`src/rtl/br_unit_if.sv`:
```
// Bus bundle between the control FSM / datapath and the branch unit.
// The master side issues requests and PC controls; the slave side (br_unit)
// returns the PC, status pulses and the taken-branch counter.
interface br_unit_if #(
   parameter int CNT_W = 8
);
   logic             start;
   logic [15:0]      ir;
   logic             ld_pc;
   logic [15:0]      pc_in;
   logic             inc_pc;
   logic             br_enable;
   logic [2:0]       nzp_out;
   logic [15:0]      pc;
   logic             busy;
   logic             done;
   logic             taken;
   logic [CNT_W-1:0] br_count;

   modport master (
      output start, ir, ld_pc, pc_in, inc_pc, br_enable,
      input  nzp_out, pc, busy, done, taken, br_count
   );

   modport slave (
      input  start, ir, ld_pc, pc_in, inc_pc, br_enable,
      output nzp_out, pc, busy, done, taken, br_count
   );
endinterface

```
`src/rtl/br_unit.sv`:
```
// Branch unit: owns the program counter, evaluates BR instructions through
// an external nzp comparator and counts taken branches (saturating).
// IDLE -> EVAL -> (TAKE) -> DONE -> IDLE; PC controls only act in IDLE.
module br_unit #(
   parameter logic [15:0] RESET_PC = 16'h0000,
   parameter int          CNT_W    = 8
) (
   input logic      Clk,
   input logic      Reset,
   br_unit_if.slave bus
);
   typedef enum logic [1:0] {
      IDLE = 2'd0,
      EVAL = 2'd1,
      TAKE = 2'd2,
      DONE = 2'd3
   } state_t;

   state_t           state_q, state_d;
   logic [15:0]      pc_q, pc_d;
   logic [15:0]      ir_q, ir_d;
   logic             took_q, took_d;
   logic [CNT_W-1:0] br_count_q, br_count_d;
   logic [15:0]      offset_sext;
   logic             unused_ir;

   // Opcode bits are latched with the rest of the word but never decoded here.
   assign unused_ir   = ^ir_q[15:12];
   assign offset_sext = {{7{ir_q[8]}}, ir_q[8:0]};

   // State register; reset aborts any branch in flight.
   always_ff @(posedge Clk or negedge Reset) begin
      if (!Reset) state_q <= IDLE;
      else        state_q <= state_d;
   end

   // Next-state logic: branch decision is taken from br_enable while in EVAL.
   always_comb begin
      state_d = state_q;
      case (state_q)
         IDLE:    if (bus.start) state_d = EVAL;
         EVAL:    state_d = bus.br_enable ? TAKE : DONE;
         TAKE:    state_d = DONE;
         DONE:    state_d = IDLE;
         default: state_d = IDLE;
      endcase
   end

   // Status outputs decoded from registered state only, so no input-to-output path.
   always_comb begin
      bus.busy  = (state_q != IDLE);
      bus.done  = (state_q == DONE);
      bus.taken = (state_q == DONE) && took_q;
   end

   // Datapath next values: start outranks ld_pc outranks inc_pc, all idle-only.
   always_comb begin
      pc_d       = pc_q;
      ir_d       = ir_q;
      took_d     = took_q;
      br_count_d = br_count_q;
      case (state_q)
         IDLE: begin
            if (bus.start) begin
               ir_d   = bus.ir;
               took_d = 1'b0;
            end else if (bus.ld_pc) begin
               pc_d = bus.pc_in;
            end else if (bus.inc_pc) begin
               pc_d = pc_q + 16'd1;
            end
         end
         TAKE: begin
            pc_d   = pc_q + offset_sext;
            took_d = 1'b1;
            if (br_count_q != {CNT_W{1'b1}})
               br_count_d = br_count_q + 1'b1;
         end
         default: ;
      endcase
   end

   // Datapath registers.
   always_ff @(posedge Clk or negedge Reset) begin
      if (!Reset) begin
         pc_q       <= RESET_PC;
         ir_q       <= 16'h0000;
         took_q     <= 1'b0;
         br_count_q <= '0;
      end else begin
         pc_q       <= pc_d;
         ir_q       <= ir_d;
         took_q     <= took_d;
         br_count_q <= br_count_d;
      end
   end

   assign bus.pc       = pc_q;
   assign bus.nzp_out  = ir_q[11:9];
   assign bus.br_count = br_count_q;
endmodule

```
`src/flat_wrapper.sv`:
```
// flat-port wrapper written by rule: the top's interface ports become plain ports
module br_unit_flat 
#(
   parameter logic [15:0] RESET_PC = 16'h0000,
   parameter int          CNT_W    = 8
)
  (Clk, Reset, bus_start, bus_ir, bus_ld_pc, bus_pc_in, bus_inc_pc, bus_br_enable, bus_nzp_out, bus_pc, bus_busy, bus_done, bus_taken, bus_br_count);
  br_unit_if #(.CNT_W(CNT_W)) bus_i ();
  input logic Clk;
  input logic Reset;
  input wire logic [$bits(bus_i.start)-1:0] bus_start;
  input wire logic [$bits(bus_i.ir)-1:0] bus_ir;
  input wire logic [$bits(bus_i.ld_pc)-1:0] bus_ld_pc;
  input wire logic [$bits(bus_i.pc_in)-1:0] bus_pc_in;
  input wire logic [$bits(bus_i.inc_pc)-1:0] bus_inc_pc;
  input wire logic [$bits(bus_i.br_enable)-1:0] bus_br_enable;
  output wire logic [$bits(bus_i.nzp_out)-1:0] bus_nzp_out;
  output wire logic [$bits(bus_i.pc)-1:0] bus_pc;
  output wire logic [$bits(bus_i.busy)-1:0] bus_busy;
  output wire logic [$bits(bus_i.done)-1:0] bus_done;
  output wire logic [$bits(bus_i.taken)-1:0] bus_taken;
  output wire logic [$bits(bus_i.br_count)-1:0] bus_br_count;
  assign bus_i.start = bus_start;
  assign bus_i.ir = bus_ir;
  assign bus_i.ld_pc = bus_ld_pc;
  assign bus_i.pc_in = bus_pc_in;
  assign bus_i.inc_pc = bus_inc_pc;
  assign bus_i.br_enable = bus_br_enable;
  assign bus_nzp_out = bus_i.nzp_out;
  assign bus_pc = bus_i.pc;
  assign bus_busy = bus_i.busy;
  assign bus_done = bus_i.done;
  assign bus_taken = bus_i.taken;
  assign bus_br_count = bus_i.br_count;
  br_unit #(.RESET_PC(RESET_PC), .CNT_W(CNT_W)) u_core (.Clk(Clk), .Reset(Reset), .bus(bus_i));
endmodule
```
`config.mk`:
```
export PLATFORM = sky130hd
export DESIGN_NAME = br_unit_flat
export DESIGN_NICKNAME = d
export VERILOG_FILES = /design/src/rtl/br_unit_if.sv /design/src/rtl/br_unit.sv /design/src/flat_wrapper.sv
export SDC_FILE = /design/constraint.sdc
export NUM_CORES = 1
export LEC_CHECK = 0
export ABC_AREA = 0
export BUFFER_PORTS_ARGS = -buffer_cell sky130_fd_sc_hd__buf_2
export CELL_PAD_IN_SITES_DETAIL_PLACEMENT = 0
export CELL_PAD_IN_SITES_GLOBAL_PLACEMENT = 1
export CORE_MARGIN = 2
export CORE_UTILIZATION = 40
export CTS_BUF_LIST = sky130_fd_sc_hd__clkbuf_16
export CTS_CLUSTER_SIZE = 30
export DETAILED_ROUTE_END_ITERATION = 12
export PLACE_DENSITY = 0.88
export SLEW_MARGIN = 20
export SYNTH_ARGS = -nofsm -noshare
export SYNTH_HDL_FRONTEND = slang
export SYNTH_SLANG_ARGS = --single-unit
```
`constraint.sdc`:
```
create_clock -name Clk -period 3.1 [get_ports Clk]
set_input_delay 0.155 -clock Clk [delete_from_list [all_inputs] [get_ports Clk]]
set_output_delay 0.155 -clock Clk [all_outputs]
set_load 0.02 [all_outputs]
```
; ---- After elaboration in Yosys (flattened, before gate mapping)
; Cells that the tools add are included.
[totals]
register_bits = 39
latchBits = 0
ramBits = 0
romBits = 0
inputBits = 38
output_inout_bits = 30
elab_cells = 32
memories = 0
[op_classes]
addsub = 3
n_mul = 0
div = 0
magnitude_cmp = 0
eq_ne = 7
n_shift = 0
mux = 9
bitwise = 0
reduce_logical = 8
[ops]
columns = operator, count
row1 = $mux 16, 3
row2 = $pmux 16 s2, 1
row3 = $add 16x1->16 const B, 1
row4 = $add 16x16->16, 1
row5 = $add 8x1->8 const B, 1
row6 = $ne 8x8->1 const B, 1
row7 = $pmux 2 s4, 1
row8 = $reduce_and 2->1, 3
row9 = $eq 2x2->1 const B, 2
row10 = $ne 2x2->1 const B, 2
row11 = $reduce_bool 2->1, 2
row12 = $ne 3x3->1 const B, 1
row13 = $reduce_and 3->1, 1
row14 = $eq 2x1->1 const B, 1
row15 = $logic_not 2->1, 1
row16 = $mux 1, 2
row17 = $mux 2, 1
row18 = $pmux 1 s2, 1
row19 = $logic_and 1x1->1, 1

; ---- Logic depth before layout (Yosys ltp)
; Gate-level depths: netlist of run 1.
[logic_depth]
word_depth = 5
ltp_mapped = 8
ltp_nobuf = 8

; ---- Worst setup path after synthesis of run 1
; No wires, ideal clock.
[synth_timing]
path_type = reg-to-reg
start = register u_core.pc_q[0] (netlist: u_core.bus.pc[0])
end = register u_core.pc_q[8] (netlist: u_core.bus.pc[8])
setup_ps = 147
t_arrival_ps = 2360
required_ps = 2953
slack_ps = 593
stages_incl_launch_ff = 9
n_path_buf = 0
period_less_slack_ps = 2507
cell_sequence = dfrtp_1 > ha_1 > fa_1 > a211oi_1 > nor2_1 > or4_1 > a31oi_1 > xor2_1 > o21ai_0
[synth_between]
elab_chain_cells = 5
word_cells_on_any_way = 6
classes_between = add/sub (2) / mux (4)
[synth_rtl]
columns = item, line
row1 = from (decl), br_unit.sv:20  ; logic [15:0] pc_q, pc_d;
row2 = from (signal assigned), br_unit.sv:91  ; pc_q <= pc_d;
row3 = $add 16x1->16, br_unit.sv:70  ; pc_d = pc_q + 16'd1;
row4 = $mux 16, br_unit.sv:69  ; end else if (bus.inc_pc) begin
row5 = $mux 16, br_unit.sv:67  ; end else if (bus.ld_pc) begin
row6 = $mux 16, br_unit.sv:64  ; if (bus.start) begin
row7 = $pmux 16 s2 *, br_unit.sv:62  ; case (state_q)
; Every way passes the cells marked *; elsewhere a longest branch is shown, timed or not. The select of a mux whose other input is x is not followed.
; A chain may end at the register's enable or synchronous reset.

; ---- Final worst setup path of run 1
[layout_timing]
start = register u_core.pc_q[0] (netlist: u_core.bus.pc[0])
end = register u_core.pc_q[12] (netlist: u_core.bus.pc[12])
; Same word-level chain as after synthesis.

==> results of run 1 <==
==> cell usage in the layout (no fill, tap or decap), types with 2 or more instances in the layout <==
| cell | synthesis | layout |
|---|---|---|
| inv_1 | 10 | 10 |
| dfrtp_1 | 39 | 39 |
| a21o_1 | 7 | 7 |
| a311oi_1 | 2 | 2 |
| a22oi_1 | 7 | 7 |
| o21ai_1 | 6 | 6 |
| mux2_2 | 14 | 14 |
| and3_1 | 3 | 3 |
| o211ai_1 | 5 | 5 |
| buf_4 | 3 | 4 |
| nand2b_1 | 2 | 2 |
| ha_1 | 21 | 21 |
| a21oi_1 | 18 | 18 |
| o31ai_1 | 3 | 3 |
| o21ai_0 | 28 | 28 |
| o221ai_1 | 3 | 3 |
| clkbuf_16 | 0 | 5 |
| or3_1 | 2 | 2 |
| o21a_1 | 2 | 2 |
| xnor2_1 | 13 | 13 |
| xor2_1 | 13 | 13 |
| nand3_1 | 9 | 9 |
| nor2_1 | 24 | 24 |
| nand3_2 | 2 | 2 |
| nand4_1 | 6 | 6 |
| a211oi_1 | 4 | 4 |
| nor3_1 | 9 | 9 |
| buf_2 | 0 | 63 |
| mux2i_1 | 3 | 3 |
| nand2_1 | 36 | 36 |
==> stage by stage <==
step / area, um^2 / cells / total power [mW] / utilization [%]
2_1_floorplan: 2870 / 323 / 3.03 / -
3_5_place_dp: 3270 / 471 / 3.69 / 47.6
6_report: 3440 / 479 / 4.31 / 50.1
4_1_cts: 3440 / 479 / 4.32 / 50.1
3_3_place_gp: 3270 / 471 / 3.63 / 47.6
5_1_grt: 3440 / 479 / 4.69 / 50.1
==> sequential cells by signal, summed over array words and instances (netlist names) <==
| signal | flops |
|---|---|
| u_core.ir_q | 12 |
| u_core.bus.br_count | 8 |
| u_core.state_q | 2 |
| u_core.took_q | 1 |
| u_core.bus.pc | 16 |
==> cell families after synthesis <==
kind of cell | share of synthesized area (%)
fa+ha+maj | 9.84
mux | 7.40
buf+inv | 3.66
flops | 34.0
xor+xnor | 7.93
compound gates | 19.9
simple gates | 17.3
==> worst max-delay path by stage <==
stage / end / slack, ps / cells after the start / startpoint
finish: u_core.bus.pc[12] / 450 / 8 / u_core.bus.pc[0]
global route: u_core.bus.pc[12] / 170 / 8 / u_core.bus.pc[0]
CTS: u_core.bus.pc[12] / 440 / 8 / u_core.bus.pc[0]
detailed placement: u_core.bus.pc[12] / 460 / 8 / u_core.bus.pc[0]
global placement: u_core.bus.pc[12] / 530 / 8 / u_core.bus.pc[0]
floorplan: u_core.bus.pc[8] / 590 / 8 / u_core.bus.pc[0]
==> cell usage after synthesis, types with 2 or more instances <==
cell	instances	area share, %
o21ai_0	28	4.9
nand2_1	36	4.7
o31ai_1	3	0.78
a21oi_1	18	3.1
mux2i_1	3	1.0
and3_1	3	0.65
inv_1	10	1.3
nand2b_1	2	0.44
a211oi_1	4	1.0
a21o_1	7	1.8
ha_1	21	9.1
or3_1	2	0.44
o21ai_1	6	1.0
xnor2_1	13	4.0
mux2_2	14	5.5
a22oi_1	7	1.8
nand3_1	9	1.6
nand4_1	6	1.3
clkbuf_1	12	1.6
dfrtp_1	39	34
o211ai_1	5	1.3
xor2_1	13	4.0
o221ai_1	3	0.91
buf_4	3	0.78
nor2_1	24	3.1
o21a_1	2	0.52
a311oi_1	2	0.61
nor3_1	9	1.6
nand3_2	2	0.70
==> where the power goes <==
group          switching [mW]  internal, mW  total (mW)  leakage (nW)
registers               0.345         0.760        1.10         0.474
logic                    1.52          1.08        2.60         0.996
clock network           0.227         0.383       0.610        0.0804
==> layer usage <==
| metal | routed length (um) | global-route usage [%] | up-vias |
|---|---|---|---|
| li1 | - | - | 1296 |
| met1 | 3660 | 27.2 | 1204 |
| met3 | 359 | 3.82 | 8 |
| met4 | 83 | 4.82 | 0 |
| met2 | 3100 | 29.7 | 73 |
| met5 | 0 | 0 | - |
==> area by class of cell <==
| type | count | area (um^2) |
|---|---|---|
| sequential | 39 | 976 |
| tap | 96 | 120 |
| inverter | 10 | 37.5 |
| clock inverter | 3 | 46.3 |
| clock buffer | 5 | 125 |
| fill | 678 | 3430 |
| multi-input combinational | 259 | 1790 |
| timing repair buffer | 67 | 345 |
==> metrics, run 1 <==
clock sink total=39; Pleak=1.55 nW; FMAX=377 MHz; worst slew pin tran=1030 ps; Total Wirelength=7.20 mm; initial DRC count=201; register area share after synthesis=34.0%; share of cells above drive strength 1=24.5%; Syn Area/Cell=8.89 um^2; Post-Syn Instances=323; Final ANT Viol Nets=0; DP Wirelength=5.31 mm; endpoints failing setup=0; chip width=88.7 um; aggregate global routing overflow=0; Synth Register Bits=39; Unique masters post-synth=46; Via density=5.39; synth warn=0; Sum Neg Setup Slack=0 ps; Inserted Clock Buffers=5; initial antenna violation count=0; Clock Latency Late Sink=290 ps; Startpoint Class=flip-flop; Final WS setup=446 ps; starting density of the core=41.8%; H-tree Lvls=2; Worst slew margin=30.6%; period utilization=85.6%; ys flop type=dfrtp_1; critical path capture point type=flip-flop; Async SR Flop Fraction=100%; Slew Limit Fails=0; DRC violations left=0; RR Endpoint=u_core.bus.pc[12]; Critical Path AT=2780 ps; DIE AREA=7880 um^2; Max clock buf depth=2; worst r2r path cells=8; clk_skew=3.80 ps; post-synthesis instance area=2870 um^2; vias in the first global route=2,437; TritonRoute pass-1 iters=4; kind of critical path=reg2reg; VDD IR max=0.557 mV; syn nets=383; hold buffers post-CTS=0; Via Count=2,581; crit-path max cell delay=460 ps; R2R Setup Slk=450 ps; num rows=30; CTS tree=done; pre-CTS setup slack=461 ps; hold crit path type=in2async; hold slack=-5.06 ps; Post-CTS Resized=0; critical path, cell by cell=ha_1 > fa_1 > a211oi_1 > o21ai_1 > a2111oi_0 > or3_1 > xor2_1 > o21ai_1; PwrDens=1250 nW/um^2; Die Y=88.7 um; Reg clk slew, reported paths=60 ps; Clock Tree Root=clkbuf_16; I/O Buffers=63; Slowest-stage cell, CP=dfrtp_1; pin count of the biggest net entering global routing=40; critical-path maximum fanout=7; Critical path buffers and inverters=0; first-pass GRT wire length=11.8 mm; number of max-cap violations=0; I/O pins=68; Area Overhead vs Synth=19.8%; all-layer global routing usage=19.1%; min Tclk post-route=2650 ps; Hold Fails Final Rpt=6; CORE AREA=6870 um^2; Post-CTS Setup Bufs=0; worst reg2reg path startpoint=u_core.bus.pc[0]; WP data required=3220 ps; drt wl/cell=15.0 um; number of flops mapped to enable cells by yosys=0; unrepaired setup endpoints after global routing=no; CP dominant cell by count=o21ai_1; Layout Nets=442; status=complete, but fails checks; ant diodes=0; failing checks=hold timing; GPL Wtd Cong=0.839; CP top delay family=compound AO/OA/AOI/OAI gates
No activity file was read; power rests on OpenSTA's default activity.
==> run 2: changes to the inputs <==
Settings changed: RECOVER_POWER set to 25.
==> metrics, run 2 (synthesis gave the netlist of run 1 again) <==
CORE AREA=6870 um^2; DRC violations left=0; vias in the first global route=2,437; most common cell after layout, fill and taps aside=buf_2; Max clock buf depth=2; pin count of the biggest net entering global routing=40; Clock Latency Late Sink=290 ps; worst slew pin tran=2140 ps; number of max-cap violations=1; Area Overhead vs Synth=19.8%; I/O pins=68; Pleak=1.55 nW; kind of critical path=reg2reg; area occupied by multi-input gates=1790 um^2; Inserted Clock Buffers=5; Layout Nets=442; Post-CTS Resized=0; Critical Path AT=2780 ps; clock sink total=39; WP data required=3220 ps; hold buffers post-CTS=0; Via Count=2,583; Hold Fails Final Rpt=0; Post-CTS Setup Bufs=0; critical path capture point type=flip-flop; DP Wirelength=5.31 mm; num rows=30; VDD IR max=0.557 mV; drt wl/cell=15.0 um; I/O Buffers=63; clk_skew=3.80 ps; starting density of the core=41.8%; min Tclk post-route=2650 ps; PwrDens=1250 nW/um^2; FF+latch area=976 um^2; final core occ=50.1%; all-layer global routing usage=19.1%; hold crit path type=in2reg; first-pass GRT wire length=11.8 mm; aggregate global routing overflow=0; Worst slew margin=-42.5%; Clock Tree Root=clkbuf_16; unrepaired setup endpoints after global routing=no; initial DRC count=201; R2R Setup Slk=450 ps; Largest register FFs=16; critical-path maximum fanout=7; GPL Wtd Cong=0.839; status=complete, but fails checks; Total Wirelength=7.20 mm; failing checks=capacitance limit, slew limit; Die Y=88.7 um; Post-Place Cells=471; share of cells above drive strength 1=24.3%; initial antenna violation count=0; H-tree Lvls=2; Reg clk slew, reported paths=60 ps; Startpoint Class=flip-flop; ant diodes=0; Slew Limit Fails=40; period utilization=85.6%; FMAX=377 MHz; chip width=88.7 um; most frequent cells in the layout=buf_2 (62), dfrtp_1 (39), nand2_1 (36), o21ai_0 (28), nor2_1 (24); Non-Filler Instances=479; Sum Neg Setup Slack=0 ps; TritonRoute pass-1 iters=4; endpoints failing setup=0; Final ANT Viol Nets=0; CTS tree=done; Via density=5.39; DIE AREA=7880 um^2; FILL cells=679
[run 2: cell types whose count changed in the layout (fill, tap and decap cells not counted), sizes merged]
cell and change:
clkbuf +1, buf -1
[run 2: path summary, 6_finish.rpt]
path / to / depth (start not counted) / start
setup / recovery: u_core.bus.pc[12] / 8 / u_core.bus.pc[0]
hold / removal: u_core.ir_q[9] / 2 / bus_ir[9]
setup reg to reg: u_core.bus.pc[12] / 8 / u_core.bus.pc[0]
hold reg to reg: u_core.bus.br_count[4] / 1 / u_core.bus.br_count[4]
max in group asynchronous: u_core.bus.pc[11] / 1 / Reset
min in group asynchronous: u_core.ir_q[11] / 1 / Reset
[run 2: report_power, final]
part	switching, mW	total, mW	internal, mW
combinational	1.52	2.60	1.08
clock	0.227	0.610	0.383
sequential	0.345	1.10	0.760
total	2.09	4.31	2.22
[run 2: final cells by class]
type	count	share of cell area, %
multi-input cells	259	52.1
flip-flops and latches	39	28.4
repair buffers	67	10.0
clock buffers	5	3.64
well taps	96	3.49
clock inverters	3	1.35
inverters	10	1.09
[run 2: metrics by stage]
stage	cell area, um^2	power [mW]	worst slack, ps	hold slack, ps
after global placement	3270	3.63	531	335
after floorplan	2870	3.03	593	-141
after CTS	3440	4.32	440	42.9
final	3440	4.31	446	97.5
after detailed placement	3270	3.69	461	352
after global routing	3440	4.69	166	93.8
[run 2: metal layers]
layer,GRT usage (%),wire [um],vias to the layer above
met5,0,0,-
met4,4.82,83,0
met3,3.82,359,8
met2,29.7,3100,73
met1,27.2,3660,1206
li1,-,-,1296
[run 2: worst max-delay path, cell delays in order (launching register included)]
cell and delay [ps]:
dfrtp_1 460, ha_1 270, fa_1 420, a211oi_1 320, o21ai_1 160, a2111oi_0 440
or3_1 190, xor2_1 140, o21ai_1 80
